File: config.mk
export PLATFORM = sky130hd
export DESIGN_NAME = sram64x4_rr_ctrl_flat
export DESIGN_NICKNAME = d
export VERILOG_FILES = /design/src/rtl/sram64x4_rr_ctrl_pkg.sv /design/src/rtl/sram64x4_rr_ctrl_if.sv /design/src/rtl/sram64x4_rr_ctrl_rr_arb2.sv /design/src/rtl/sram64x4_rr_ctrl.sv /design/src/flat_wrapper.sv
export SDC_FILE = /design/constraint.sdc
export NUM_CORES = 1
export LEC_CHECK = 0
export ABC_AREA = 1
export CAP_MARGIN = 5
export CORE_MARGIN = 1.5
export CORE_UTILIZATION = 35
export CTS_BUF_LIST = sky130_fd_sc_hd__clkbuf_16
export DETAILED_ROUTE_END_ITERATION = 16
export DONT_BUFFER_PORTS = 1
export PLACE_DENSITY = 0.52
export SETUP_SLACK_MARGIN = 0.15
export SKIP_LAST_GASP = 1
export SYNTH_ARGS = -nofsm -noshare
export SYNTH_HDL_FRONTEND = slang
export SYNTH_SLANG_ARGS = --single-unit
File: constraint.sdc
create_clock -name clk -period 2.2 [get_ports clk]
set_input_delay 0.44 -clock clk [delete_from_list [all_inputs] [get_ports clk]]
set_output_delay 0.44 -clock clk [all_outputs]
set_load 0.03 [all_outputs]
File: src/rtl/sram64x4_rr_ctrl_pkg.sv
// Shared types and default geometry for the two-port round-robin SRAM controller.
package sram64x4_rr_ctrl_pkg;

  localparam int unsigned DefAddrWidth  = 6;
  localparam int unsigned DefDataWidth  = 4;
  localparam int unsigned DefWmaskWidth = 2;

  typedef enum logic {
    StInit,
    StArb
  } state_e;

  typedef logic port_idx_t;

endpackage

File: src/rtl/sram64x4_rr_ctrl_if.sv
// One client request/response channel: valid/ready request plus unthrottled read return.
interface sram64x4_rr_ctrl_if
  import sram64x4_rr_ctrl_pkg::*;
#(
  parameter int unsigned ADDR_WIDTH  = DefAddrWidth,
  parameter int unsigned DATA_WIDTH  = DefDataWidth,
  parameter int unsigned WMASK_WIDTH = DefWmaskWidth
);
  logic                   valid;
  logic                   ready;
  logic                   we;
  logic [WMASK_WIDTH-1:0] wmask;
  logic [ADDR_WIDTH-1:0]  addr;
  logic [DATA_WIDTH-1:0]  din;
  logic                   rvalid;
  logic [DATA_WIDTH-1:0]  rdata;

  modport master (
    output valid, we, wmask, addr, din,
    input  ready, rvalid, rdata
  );

  modport slave (
    input  valid, we, wmask, addr, din,
    output ready, rvalid, rdata
  );
endinterface

File: src/rtl/sram64x4_rr_ctrl_rr_arb2.sv
// Two-requester round-robin arbiter; ties go to rr_ptr, which then moves off the winner.
module rr_arb2 (
  input  logic       clk,
  input  logic       rst,
  input  logic [1:0] valid,
  input  logic       accept,
  output logic [1:0] grant
);
  logic rr_ptr_q, rr_ptr_d;

  always_comb begin
    grant = valid;
    if (valid == 2'b11) begin
      grant = rr_ptr_q ? 2'b10 : 2'b01;
    end
    rr_ptr_d = rr_ptr_q;
    if (accept) begin
      rr_ptr_d = grant[0];
    end
  end

  always_ff @(posedge clk) begin
    if (rst) begin
      rr_ptr_q <= 1'b0;
    end else begin
      rr_ptr_q <= rr_ptr_d;
    end
  end
endmodule

File: src/rtl/sram64x4_rr_ctrl.sv
// Shares one single-port SRAM macro between two clients; zero-fills the array after reset.
module sram64x4_rr_ctrl
  import sram64x4_rr_ctrl_pkg::*;
#(
  parameter int unsigned ADDR_WIDTH    = DefAddrWidth,
  parameter int unsigned DATA_WIDTH    = DefDataWidth,
  parameter int unsigned WMASK_WIDTH   = DefWmaskWidth,
  parameter bit          INIT_ON_RESET = 1'b1
) (
  input  logic                   clk,
  input  logic                   rst,
  output logic                   init_done,
  sram64x4_rr_ctrl_if.slave      p0,
  sram64x4_rr_ctrl_if.slave      p1,
  output logic                   sram_we,
  output logic [WMASK_WIDTH-1:0] sram_wmask,
  output logic [ADDR_WIDTH-1:0]  sram_addr,
  output logic [DATA_WIDTH-1:0]  sram_din,
  input  logic [DATA_WIDTH-1:0]  sram_dout
);
  localparam int unsigned Depth = 1 << ADDR_WIDTH;
  localparam logic [ADDR_WIDTH-1:0] LastAddr = ADDR_WIDTH'(Depth - 1);

  state_e                  state_q, state_d;
  logic [ADDR_WIDTH-1:0]   init_cnt_q, init_cnt_d;
  logic                    rd_pend_q, rd_pend_d;
  port_idx_t               rd_port_q, rd_port_d;
  logic                    in_arb;
  logic [1:0]              req;
  logic [1:0]              grant;
  logic                    accept;

  assign in_arb = (state_q == StArb);
  assign req    = {p1.valid, p0.valid} & {2{in_arb}};
  assign accept = |req;

  rr_arb2 u_arb (
    .clk    (clk),
    .rst    (rst),
    .valid  (req),
    .accept (accept),
    .grant  (grant)
  );

  always_comb begin
    state_d    = state_q;
    init_cnt_d = init_cnt_q;
    rd_pend_d  = 1'b0;
    rd_port_d  = rd_port_q;
    sram_we    = 1'b0;
    sram_wmask = '0;
    sram_addr  = '0;
    sram_din   = '0;
    unique case (state_q)
      StInit: begin
        sram_we    = 1'b1;
        sram_wmask = '1;
        sram_addr  = init_cnt_q;
        init_cnt_d = init_cnt_q + ADDR_WIDTH'(1);
        if (init_cnt_q == LastAddr) begin
          state_d = StArb;
        end
      end
      StArb: begin
        // Idle cycles leave the macro doing a harmless read of address 0.
        if (grant[0]) begin
          sram_we    = p0.we;
          sram_wmask = p0.wmask;
          sram_addr  = p0.addr;
          sram_din   = p0.din;
          rd_pend_d  = ~p0.we;
          rd_port_d  = 1'b0;
        end else if (grant[1]) begin
          sram_we    = p1.we;
          sram_wmask = p1.wmask;
          sram_addr  = p1.addr;
          sram_din   = p1.din;
          rd_pend_d  = ~p1.we;
          rd_port_d  = 1'b1;
        end
      end
    endcase
  end

  always_ff @(posedge clk) begin
    if (rst) begin
      state_q    <= INIT_ON_RESET ? StInit : StArb;
      init_cnt_q <= '0;
      rd_pend_q  <= 1'b0;
      rd_port_q  <= 1'b0;
    end else begin
      state_q    <= state_d;
      init_cnt_q <= init_cnt_d;
      rd_pend_q  <= rd_pend_d;
      rd_port_q  <= rd_port_d;
    end
  end

  assign init_done = in_arb;
  assign p0.ready  = grant[0];
  assign p1.ready  = grant[1];
  assign p0.rvalid = rd_pend_q & (rd_port_q == 1'b0);
  assign p1.rvalid = rd_pend_q & (rd_port_q == 1'b1);
  assign p0.rdata  = sram_dout;
  assign p1.rdata  = sram_dout;
endmodule

File: src/flat_wrapper.sv
// flat-port wrapper written by rule: the top's interface ports become plain ports
module sram64x4_rr_ctrl_flat import sram64x4_rr_ctrl_pkg::*;
#(
  parameter int unsigned ADDR_WIDTH    = DefAddrWidth,
  parameter int unsigned DATA_WIDTH    = DefDataWidth,
  parameter int unsigned WMASK_WIDTH   = DefWmaskWidth,
  parameter bit          INIT_ON_RESET = 1'b1
)
  (clk, rst, init_done, sram_we, sram_wmask, sram_addr, sram_din, sram_dout, p0_valid, p0_we, p0_wmask, p0_addr, p0_din, p0_ready, p0_rvalid, p0_rdata, p1_valid, p1_we, p1_wmask, p1_addr, p1_din, p1_ready, p1_rvalid, p1_rdata);
  sram64x4_rr_ctrl_if #(.ADDR_WIDTH(ADDR_WIDTH), .DATA_WIDTH(DATA_WIDTH), .WMASK_WIDTH(WMASK_WIDTH)) p0_i ();
  sram64x4_rr_ctrl_if #(.ADDR_WIDTH(ADDR_WIDTH), .DATA_WIDTH(DATA_WIDTH), .WMASK_WIDTH(WMASK_WIDTH)) p1_i ();
  input  logic clk;
  input  logic rst;
  output logic init_done;
  output logic sram_we;
  output logic [WMASK_WIDTH-1:0] sram_wmask;
  output logic [ADDR_WIDTH-1:0] sram_addr;
  output logic [DATA_WIDTH-1:0] sram_din;
  input  logic [DATA_WIDTH-1:0] sram_dout;
  input wire logic [$bits(p0_i.valid)-1:0] p0_valid;
  input wire logic [$bits(p0_i.we)-1:0] p0_we;
  input wire logic [$bits(p0_i.wmask)-1:0] p0_wmask;
  input wire logic [$bits(p0_i.addr)-1:0] p0_addr;
  input wire logic [$bits(p0_i.din)-1:0] p0_din;
  output wire logic [$bits(p0_i.ready)-1:0] p0_ready;
  output wire logic [$bits(p0_i.rvalid)-1:0] p0_rvalid;
  output wire logic [$bits(p0_i.rdata)-1:0] p0_rdata;
  input wire logic [$bits(p1_i.valid)-1:0] p1_valid;
  input wire logic [$bits(p1_i.we)-1:0] p1_we;
  input wire logic [$bits(p1_i.wmask)-1:0] p1_wmask;
  input wire logic [$bits(p1_i.addr)-1:0] p1_addr;
  input wire logic [$bits(p1_i.din)-1:0] p1_din;
  output wire logic [$bits(p1_i.ready)-1:0] p1_ready;
  output wire logic [$bits(p1_i.rvalid)-1:0] p1_rvalid;
  output wire logic [$bits(p1_i.rdata)-1:0] p1_rdata;
  assign p0_i.valid = p0_valid;
  assign p0_i.we = p0_we;
  assign p0_i.wmask = p0_wmask;
  assign p0_i.addr = p0_addr;
  assign p0_i.din = p0_din;
  assign p0_ready = p0_i.ready;
  assign p0_rvalid = p0_i.rvalid;
  assign p0_rdata = p0_i.rdata;
  assign p1_i.valid = p1_valid;
  assign p1_i.we = p1_we;
  assign p1_i.wmask = p1_wmask;
  assign p1_i.addr = p1_addr;
  assign p1_i.din = p1_din;
  assign p1_ready = p1_i.ready;
  assign p1_rvalid = p1_i.rvalid;
  assign p1_rdata = p1_i.rdata;
  sram64x4_rr_ctrl #(.ADDR_WIDTH(ADDR_WIDTH), .DATA_WIDTH(DATA_WIDTH), .WMASK_WIDTH(WMASK_WIDTH), .INIT_ON_RESET(INIT_ON_RESET)) u_core (.clk(clk), .rst(rst), .init_done(init_done), .p0(p0_i), .p1(p1_i), .sram_we(sram_we), .sram_wmask(sram_wmask), .sram_addr(sram_addr), .sram_din(sram_din), .sram_dout(sram_dout));
endmodule
; Word level (Yosys, flattened, before mapping)
; Index checks and enable logic that the tools add are counted.
[classes]
addsub = 1
eq_ne = 2
mux = 20
bitwise_logic = 7
reduce_logical = 4
[op_table]
columns = op, n
row1 = 4-bit 2-to-1 mux, 3
row2 = 6-bit 2-to-1 mux, 2
row3 = 6-bit case mux with 2 select lines, 1
row4 = 1-bit 2-to-1 mux, 8
row5 = 2-bit 2-to-1 mux, 4
row6 = "6-bit by 1-bit adder with 6-bit output, second input constant", 1
row7 = "6-bit equality test, second input constant", 1
row8 = 1-bit inverter, 4
row9 = 2-bit case mux with 2 select lines, 1
row10 = 2-bit OR reduction, 2
row11 = 1-bit AND, 2
row12 = 2-bit AND, 1
row13 = "2-bit equality test, second input constant", 1
row14 = 1-bit case mux with 2 select lines, 1
row15 = 2-bit AND reduction, 1
row16 = 2-bit nonzero test, 1
[word_totals]
reg_bits = 10
inputBits = 34
out_inout_bits = 26
word_cells = 39

; Depth between registers and ports, before layout
[logic_depth]
depth_word = 6
mapped_depth = 7
ltp_nobuf = 6

; Cells and area by module
; Synthesis repeated with hierarchy kept, for this count alone.
[hier_totals]
cells_unflattened = 124
area_unflattened_um2 = 784.5
[by_module_without_submodules]
columns = mod, instances, cells_per_inst, area_each_um2, seq_area_each_um2
row1 = sram64x4_rr_ctrl, 1, 113, 723.2, 180.2
row2 = rr_arb2, 1, 11, 61.3, 20.0

; Worst setup path before layout
; Ideal clock, no wire load.
[synth_timing]
path_kind = register to output
start = register u_core.state_q, in the netlist u_core.init_done
end = output port sram_addr[0]
arrival_time_ns = 1.373
required_ns = 1.760
setup_slack_ns = 0.387
path_stages_with_launch = 6
n_path_buf = 1
path_cell_list = dfxtp_1 > nand2_2 > nor2_4 > buf_6 > nand2_1 > nand3_1
[synth_between]
word_cells_on_any_way = 7
cone_classes = 1 x eq/ne / 4 x mux / 2 x bitwise
[synth_lines]
columns = element, line_no
row1 = start: declaration, sram64x4_rr_ctrl.sv:24  ; state_e state_q, state_d;
row2 = start signal: assignment, sram64x4_rr_ctrl.sv:87  ; state_q <= INIT_ON_RESET ? StInit : StArb;
row3 = start signal: assignment, sram64x4_rr_ctrl.sv:92  ; state_q <= state_d;
row4 = 2-bit AND (*), sram64x4_rr_ctrl.sv:34  ; assign req = {p1.valid, p0.valid} & {2{in_arb}};
row5 = 2-bit equality test, sram64x4_rr_ctrl_rr_arb2.sv:13  ; if (valid == 2'b11) begin
row6 = 2-bit 2-to-1 mux (*), sram64x4_rr_ctrl_rr_arb2.sv:13
row7 = net p0_ready, flat_wrapper.sv:25  ; output wire logic [$bits(p0_i.ready)-1:0] p0_ready;
row8 = 6-bit 2-to-1 mux (*), sram64x4_rr_ctrl.sv:66  ; if (grant[0]) begin
row9 = 6-bit case mux with 2 select lines (*), sram64x4_rr_ctrl.sv:54  ; unique case (state_q)
row10 = end: declaration, flat_wrapper.sv:17  ; output logic [ADDR_WIDTH-1:0] sram_addr;
; The timed path passes the listed nets; every way through them passes the cells marked *.

; Worst setup path after layout
[layout_timing]
start = register u_core.state_q, in the netlist u_core.init_done
end = output port sram_din[1]
[layout_between]
elab_chain_len = 6
[layout_rtl]
columns = element, line_no
row1 = 2-bit AND, sram64x4_rr_ctrl.sv:34
row2 = 2-bit equality test, sram64x4_rr_ctrl_rr_arb2.sv:13
row3 = 2-bit 2-to-1 mux, sram64x4_rr_ctrl_rr_arb2.sv:13
row4 = 4-bit 2-to-1 mux, sram64x4_rr_ctrl.sv:73  ; end else if (grant[1]) begin
row5 = 4-bit 2-to-1 mux, sram64x4_rr_ctrl.sv:66
row6 = 4-bit 2-to-1 mux (*), sram64x4_rr_ctrl.sv:54
row7 = end: declaration, flat_wrapper.sv:18  ; output logic [DATA_WIDTH-1:0] sram_din;
; Mark *: on every way between the ends. The rest lies on a longest branch, timed or not.

==> results by group <==
Drt
  – DRT antenna net count: 0
  – Via density: 4.75
  – # DRC: 0
  – Drt total wl: 1.80 mm
  – DRC marker count from the first detailed-route iteration: 20
  – Routed len/inst: 11.1 µm
  – DRT Pass-1 Iters: 4
  – Via count: 769

STA
  – Fin. Hold Viols: 0
  – Total negative slack: 0 ns
  – Slew Limit Fails: 0
  – Fmax: 557 MHz
  – Slew HR: 0.632
  – Setup Skew: 0.00353 ns
  – RSZ-0062 raised after global routing: false
  – Final Worst Setup Slack: 0.403 ns
  – Worst Max-Slew Pin Slew: 0.549 ns
  – WHS: 0.260 ns
  – Min Tclk post-route: 1.80 ns
  – Final setup viols: 0
  – Tcrit/Tclk final: 0.817

Floorplan
  – Total die area: 2410 µm²
  – Die Y: 49.1 µm
  – Initial Util: 0.376
  – I/O pin total: 60
  – Core region area: 1980 µm²
  – Chip width: 49.1 µm
  – FP Rows: 16

Critical path
  – FF-to-FF path depth: 7
  – Setup crit start kind: flip-flop
  – Crit. End Element: primary output
  – CP Max Fanout: 14
  – Worst Path Required: 1.76 ns
  – R2r startpoint: u_core.init_done$_SDFF_PP0_
  – Critical path class: reg2out
  – Critical Path AT: 1.36 ns
  – Reg-to-Reg End: u_core.init_cnt_q[5]$_SDFFE_PP0N_
  – Worst R2R Setup Slack: 0.92 ns

Power and ir drop
  – Sw frac: 0.207
  – P_leak: 0.432 nW
  – Clock share of power: 0.585
  – Combinational Power Share: 0.069
  – Power Total: 0.555 mW
  – P_sw: 0.115 mW
  – PD cells: 634 nW/µm²
  – Share of power burned in registers: 0.346
  – Internal: 0.440 mW
  – Worst VDD drop: 477 µV

Finish
  – Commonest cells after routing, fill and taps aside: nand2_1, inv_1, buf_4
  – Finished Cell Area: 876 µm²
  – Layout cells sized above 1: 0.170
  – Most common cell after layout, fill and taps aside: nand2_1
  – Fin cells: 162
  – Area growth from synthesis to layout: 17.6%
  – Final Util: 0.442
  – Fill count: 201
  – ANT cells: 0
  – Fin nets: 171

Job
  – Max-Cap Viols: 0

Placed design
  – Pre-CTS setup slack: 0.493 ns
  – Buffers on Ports: 0
  – Post-DP Area: 781 µm²
  – Routability cong.: 0.757
  – Placed wire-length estimate: 1.37 mm
  – Placed insts: 156

GRT
  – Initial antenna violation count: 0
  – GR Util All Layers: 0.159
  – Total grt overflow: 0
  – Global-route wire length before repair: 2.90 mm
  – Number of global-route vias before repair: 686
  – Largest net degree at the start of global routing: 17

Yosys
  – Avg Inst Size Synth: 5.82 µm²
  – Number of synthesized register bits: 10
  – Ys Warns: 0
  – Cell area after synthesis: 744 µm²
  – Mapped Nets: 163
  – Yosys cell types: 17
  – Seq/Total Area, Yosys: 0.269
  – Gate Count Post-Synth: 128

CTS
  – Clock sinks: 10
  – Clk root buf: clkbuf_16
  – Inserted Clock Buffers: 3
  – Clock buffer depth: 2
  – Clk pin slew, worst setup/hold paths: 0.04 ns
  – Hold-fix buffers at CTS: 0
  – CTS tree: built
  – Clock Latency Late Sink: 0.24 ns
  – H-Tree Level Count: 1

Min path
  – Min-Delay Startpoint: rst
  – Cells on Worst Hold Path: 1
  – Hold EP: u_core.init_done$_SDFF_PP0_
  – Hold/Removal Path Class: in2reg

Status
  – Outcome: finished, final reports clean
-- final cells by class --
type | instances | area [µm²] | area share
repair buffers | 14 | 105 | 0.120
multi-input cells | 91 | 397 | 0.453
clock buffers | 3 | 75.1 | 0.0857
flip-flops and latches | 10 | 201 | 0.230
inverters | 16 | 60.1 | 0.0686
clock inverters | 1 | 3.75 | 0.00429
well taps | 27 | 33.8 | 0.0386
-- worst max path at each step --
stage | start | end | slack [ns] | cells after the start
CTS | u_core.init_done$_SDFF_PP0_ | sram_we | 0.22 | 5
detailed placement | u_core.init_done$_SDFF_PP0_ | sram_we | 0.49 | 5
global placement | u_core.init_done$_SDFF_PP0_ | sram_we | 0.57 | 5
floorplan | u_core.init_done$_SDFF_PP0_ | sram_addr[0] | 0.39 | 5
global route | u_core.init_done$_SDFF_PP0_ | sram_din[1] | 0.23 | 6
finish | u_core.init_done$_SDFF_PP0_ | sram_din[1] | 0.40 | 6
-- kinds of logic after synthesis --
kind of cell	count (synthesis)	share of synthesized area
adder cells (fa/ha/maj)	1	0.0168
flip-flops	10	0.269
buffers and inverters	27	0.198
AO/OA/AOI/OAI	9	0.0639
AND/OR/NAND/NOR	81	0.452
-- metal layers --
metal | vias to the layer above | part of all wire | track usage
met3 | 7 | 0.11 | 0.0613
met5 | - | 0 | 0
met2 | 45 | 0.42 | 0.241
li1 | 396 | - | -
met4 | 0 | 0.032 | 0.110
met1 | 321 | 0.44 | 0.183
-- sequential cells by signal, indices dropped and copies added (netlist names) --
name / count
u_core.init_cnt_q: 6
u_core.init_done: 1
u_core.rd_pend_q: 1
u_core.rd_port_q: 1
u_core.u_arb.rr_ptr_q: 1
-- cells in the mapped netlist (all sizes together) --
cell type | n | area [µm²]
ha | 1 | 12.5
a21oi | 7 | 35.0
o21ai | 1 | 5.00
inv | 16 | 60.1
nand3 | 13 | 65.1
nor3 | 1 | 5.00
dfxtp | 10 | 200
o211ai | 1 | 7.51
nand2 | 54 | 208
nor2 | 12 | 52.6
buf | 11 | 87.6
or2 | 1 | 6.26
-- critical path, cell delays in order (launching register included) --
cell and delay (ns):
dfxtp_2 0.38, nand2_1 0.10, inv_1 0.07, nand2_2 0.07, inv_2 0.18, nand2_1 0.07, nand2_1 0.24
-- power by group through the flow --
stage                     clock network (mW)  registers (mW)  logic, mW
after global placement                     0           0.195     0.0379
after CTS                              0.332           0.192     0.0385
after global routing                   0.343           0.192     0.0430
after floorplan                            0           0.194     0.0550
after detailed placement                   0           0.195     0.0383
final                                  0.325           0.192     0.0381
-- timing repair --
item / 4_1_cts / 5_1_grt
buffers inserted: 0 / 2
endpoints found under the hold margin: 0 / 0
resized for setup: 0 / 1
endpoints found under the setup margin: 0 / 9
Power figures use the tool's default switching activity.
